--- src/rtl/mmio_bridge.sv ---
// MMIO bridge: MEM-stage loads/stores in the MMIO window become one-hot device requests.
// Stalls 2+k cycles for a device acking k cycles after request; aborts on timeout or unmapped index.
module mmio_bridge #(
    parameter int         DATA_W   = 32,
    parameter int         N_DEV    = 4,
    parameter int         DEV_LSB  = 8,
    parameter logic [3:0] MMIO_TAG = 4'h4,
    parameter int         TIMEOUT  = 15
) (
    input  logic                    clk,
    input  logic                    rst,
    input  logic                    cpu_rd,
    input  logic                    cpu_wr,
    input  logic [31:0]             cpu_addr,
    input  logic [DATA_W-1:0]       cpu_wdata,
    output logic [DATA_W-1:0]       cpu_rdata,
    output logic                    stall,
    output logic                    bus_err,
    output logic [N_DEV-1:0]        dev_req,
    output logic                    dev_we,
    output logic [31:0]             dev_addr,
    output logic [DATA_W-1:0]       dev_wdata,
    input  logic [N_DEV*DATA_W-1:0] dev_rdata,
    input  logic [N_DEV-1:0]        dev_ack
);

    localparam int SEL_W  = $clog2(N_DEV);
    localparam int IDX_W  = (SEL_W > 0) ? SEL_W : 1;
    localparam int HI_LSB = DEV_LSB + SEL_W;
    localparam int CNT_W  = (TIMEOUT > 1) ? $clog2(TIMEOUT + 1) : 1;
    localparam logic [27:0]      HI_MASK = 28'hFFF_FFFF << HI_LSB;
    localparam logic [CNT_W-1:0] CNT_MAX = CNT_W'(TIMEOUT);

    typedef enum logic [1:0] {IDLE, REQ, DONE} state_t;

    state_t             state;
    logic [CNT_W-1:0]   timeoutCnt;
    logic [IDX_W-1:0]   latIdx;
    logic [IDX_W-1:0]   reqIdx;
    logic [N_DEV-1:0]   selOneHot;
    logic               mmioAcc;
    logic               unmapped;
    logic               ackHit;
    logic [DATA_W-1:0]  rdSel;

    generate
        if (SEL_W > 0) begin : gIdx
            assign reqIdx = cpu_addr[DEV_LSB +: IDX_W];
        end else begin : gIdxOne
            assign reqIdx = '0;
        end
    endgenerate

    assign mmioAcc  = (cpu_rd | cpu_wr) && (cpu_addr[31:28] == MMIO_TAG);
    assign unmapped = (|(cpu_addr[27:0] & HI_MASK)) || !(int'(reqIdx) < N_DEV);
    // dev_req is one-hot on the latched index, so masking acks with it picks dev_ack[idx].
    assign ackHit   = |(dev_ack & dev_req);
    assign rdSel    = dev_rdata[int'(latIdx)*DATA_W +: DATA_W];
    assign stall    = !rst && (((state == IDLE) && mmioAcc) || (state == REQ));

    always_comb begin
        selOneHot = '0;
        for (int i = 0; i < N_DEV; i++) begin
            selOneHot[i] = (int'(reqIdx) == i);
        end
    end

    always_ff @(posedge clk) begin
        if (rst) begin
            state      <= IDLE;
            timeoutCnt <= '0;
            latIdx     <= '0;
            dev_req    <= '0;
            dev_we     <= 1'b0;
            dev_addr   <= '0;
            dev_wdata  <= '0;
            cpu_rdata  <= '0;
            bus_err    <= 1'b0;
        end else begin
            bus_err <= 1'b0;
            case (state)
                IDLE: begin
                    if (mmioAcc) begin
                        dev_addr   <= cpu_addr;
                        dev_wdata  <= cpu_wdata;
                        dev_we     <= cpu_wr;
                        latIdx     <= reqIdx;
                        timeoutCnt <= '0;
                        if (unmapped) begin
                            bus_err <= 1'b1;
                            if (!cpu_wr) cpu_rdata <= '1;
                            state <= DONE;
                        end else begin
                            dev_req <= selOneHot;
                            state   <= REQ;
                        end
                    end
                end
                REQ: begin
                    // An ack arriving on the timeout cycle still completes the access cleanly.
                    if (ackHit) begin
                        if (!dev_we) cpu_rdata <= rdSel;
                        dev_req <= '0;
                        state   <= DONE;
                    end else if (timeoutCnt == CNT_MAX) begin
                        bus_err <= 1'b1;
                        if (!dev_we) cpu_rdata <= '1;
                        dev_req <= '0;
                        state   <= DONE;
                    end else begin
                        timeoutCnt <= timeoutCnt + 1'b1;
                    end
                end
                DONE:    state <= IDLE;
                default: state <= IDLE;
            endcase
        end
    end

endmodule

--- config.mk ---
export PLATFORM = sky130hd
export DESIGN_NAME = mmio_bridge
export DESIGN_NICKNAME = d
export VERILOG_FILES = /design/src/rtl/mmio_bridge.sv
export SDC_FILE = /design/constraint.sdc
export NUM_CORES = 1
export LEC_CHECK = 0
export BUFFER_PORTS_ARGS = -buffer_cell sky130_fd_sc_hd__buf_2
export CAP_MARGIN = 20
export CELL_PAD_IN_SITES_DETAIL_PLACEMENT = 0
export CELL_PAD_IN_SITES_GLOBAL_PLACEMENT = 2
export CORE_AREA = 5 5 143 172
export CTS_CLUSTER_DIAMETER = 120
export DETAILED_ROUTE_END_ITERATION = 6
export DIE_AREA = 0 0 148 177
export PLACE_DENSITY = 0.85
export RECOVER_POWER = 50
export SKIP_CTS_REPAIR_TIMING = 1
export SYNTH_ARGS = -nofsm -noshare
export SYNTH_HDL_FRONTEND = slang
export SYNTH_SLANG_ARGS = --single-unit
export TNS_END_PERCENT = 1
--- constraint.sdc ---
create_clock -name clk -period 3 [get_ports clk]
set_input_delay 0.6 -clock clk [delete_from_list [all_inputs] [get_ports clk]]
set_output_delay 0.6 -clock clk [all_outputs]
set_load 0.02 [all_outputs]
==> qor.yml <==
hp-start: "dev_addr[16]$_SDFFE_PP0P_"
rr_startpoint: "timeoutCnt[0]$_SDFFE_PP0P_"
p_sw_uw: 801
pwr-share-seq: 0.475
max-cap-violations: 0
core_area_sq_mm: 0.0228
ff2ff_path_depth: 5
required_ns: 2.40
die-area_sq_mm: 0.0262
synth_top_cells_by_area: "dfxtp_1 42%, mux4_2 14%, a21oi_1 9.6%, nand2_1 9.5%, a211oi_1 4.0%"
die_h_um: 177
synth_most_common_cell: "nand2_1"
leakagePower_nw: 2.64
wl_met3_mm: 2.10
power_mw: 3.09
grt_pass1_vias: 5328
wl_mm: 19.7
fin_crit_ns: 2.53
maxUsedRoutingLayer: "met5"
ys_async_sr_fraction: 0
area_growth_syn_to_layout_pct: 39.0
dp.cells: 1130
grt_max_degree: 60
synthTopCellsByCount: "129 x nand2_1, 108 x dfxtp_1, 98 x a21oi_1, 41 x nor2_1, 34 x clkbuf_1"
clkLatencyLatePin_ns: 0.35
cp-end-kind: "output port"
ys_types: 45
antenna_found_initial: 1
ys_seq_elements: 108
final_antenna_net_count: 0
clk_path_buf_depth: 2
crit_arrival_ns: 1.93
firstDrtPassIters: 4
drt_iter0_drc: 173
tns_ns: 0
cts.clk_slew.worst_paths_ns: 0.08
vias_per_cell: 4.66
final_cells: 1146
via_count: 5341
n_antenna_cell: 0
max_freq_mhz: 396
worst_pin_slew_ns: 0.767
intPower_mw: 2.29
fin_crit_sh: 0.842
numCtsBuffers: 9
dpl_worst_slack_ns: 0.409
synth_edf_count: 0
cts_sinks: 108
hold_class: "reg -> reg"
syn_inst: 582
pwr-share-comb: 0.113
final_util: 0.311
critical-path-max-stage-delay_ns: 0.62
startpoint_type: "input pin"
setup_viol: 0
pin_count: 303
grt_overflow: 0
syn_area_per_cell_sq_um: 8.78
status: "finished clean"
io_buffers: 302
grtUsageTotal: 0.143
ir_drop_uv: 257
worst-path-max-fanout: 5
crit_top_cell: "nor2_1"
start_util: 0.224
syn-num-nets: 783
ys_warn_count: 0
htree_levels: 3
swShare: 0.259
yosys.area.top_type_share: 0.423
crit_chain: "buf_2 -> or4b_1 -> nor2_1 -> nor2_1 -> nor2_1 -> buf_2"
worst_slack_ns: 0.475
row_count: 61
worstSetupStartpoint: "cpu_addr[28]"
met1Wirelength_mm: 7.68
synth_area_sq_mm: 0.00511
hpwl_mm: 14.8
synthFlopType: "dfxtp_1"
hold_violations: 0
slowest_stage: "or4b_1"
cts_tree: "done"
drive_gt1_frac: 0.321
clock_skew_ns: 0.00992
gp_congestion: 0.746
post_drt_wl_per_cell_um: 17.2
critPathKind: "in -> out"
slew_headroom: 0.489
ys_seq_area_frac: 0.423
cts_root_buf: "clkbuf_16"
p_clk_frac: 0.412
whs_path_depth: 2
drc: 0
final-max-slew-violation-count: 0
rsz0062_at_grt: "no"
power_density_mw_per_mm2: 435
die_w_um: 148
yosys.area.top_type: "dfxtp_1"
fin_nets: 1059
wl_met2_mm: 9.64
grt_pass1_wl_mm: 29.6
registers in the layout, summed over array words and instances, names as in the netlist:
register and flops:
dev_wdata 32, dev_we 1, timeoutCnt 4, dev_addr 32
state 2, dev_req 4, cpu_rdata 32, bus_err 1
cell families (layout without fill, tap and decap cells):
logic type,after synthesis,in the layout,share of synthesized area
buf+inv,52,333,0.0463
xor+xnor,1,1,0.00171
simple gates,206,206,0.174
fa+ha+maj,1,1,0.00245
mux,32,32,0.141
compound gates,182,182,0.211
flops,108,108,0.423
per-stage QoR:
stage / hold WS [ns] / area, sq um
after global routing: 0.464 / 7100
after detailed placement: 0.443 / 6940
after CTS: 0.454 / 7250
final: 0.456 / 7100
after global placement: 0.439 / 6940
after floorplan: 0.460 / 5110
worst max-delay path: cells and delay by family:
family                 cells  cell delay (ns)
and+or+nand+nor            4             1.05
buffers and inverters      2             0.27
cells in the final DEF (no fill, tap or decap), drive strengths merged:
master   instances
o31a             1
nor2            41
bufinv           1
nand2b           4
dfxtp          108
a21oi           98
nor3             3
a211oi          32
nor4b            1
or4              3
nand2          129
or3              3
and4bb           1
o21a             1
nor2b            1
o2111ai          4
nand4bb          1
nand3            2
or2              2
a22o             2
buf            214
o21bai           1
clkinv           3
clkbuf         110
a31oi            4
inv              5
o31ai            1
nor3b            2
or4b             1
and3             5
ha               1
o21ai           34
o211ai           1
a21boi           2
xnor2            1
o311ai           1
nor4             4
and2             3
mux4            32
path summary, 6_finish.rpt:
kind | endpoint | slack (ns)
min reg2reg | dev_addr[16]$_SDFFE_PP0P_ | 0.46
max | stall | 0.47
max reg2reg | timeoutCnt[3]$_SDFFE_PP0P_ | 0.92
min | dev_addr[16]$_SDFFE_PP0P_ | 0.46
cell type report:
class	count	area, sq um
sequential	108	2160
tap	283	354
multi-input combinational	422	2730
fill	2555	15700
clock inverter	7	81.3
clock buffer	9	225
timing repair buffer	315	1540
inverter	2	7.51
power groups by stage:
| stage | sequential [mW] | clock [mW] | combinational (mW) |
|---|---|---|---|
| after detailed placement | 1.50 | 0 | 0.363 |
| after global placement | 1.50 | 0 | 0.360 |
| after floorplan | 1.52 | 0 | 0.144 |
| after CTS | 1.47 | 1.33 | 0.364 |
| final | 1.47 | 1.27 | 0.351 |
| after global routing | 1.47 | 1.39 | 0.387 |
routing by layer:
metal,vias to the layer above,global-route usage
met5,-,0
met4,2,0.0408
met3,19,0.0528
met2,230,0.246
met1,2455,0.166
li1,2635,-
Power figures use the tool's default switching activity.
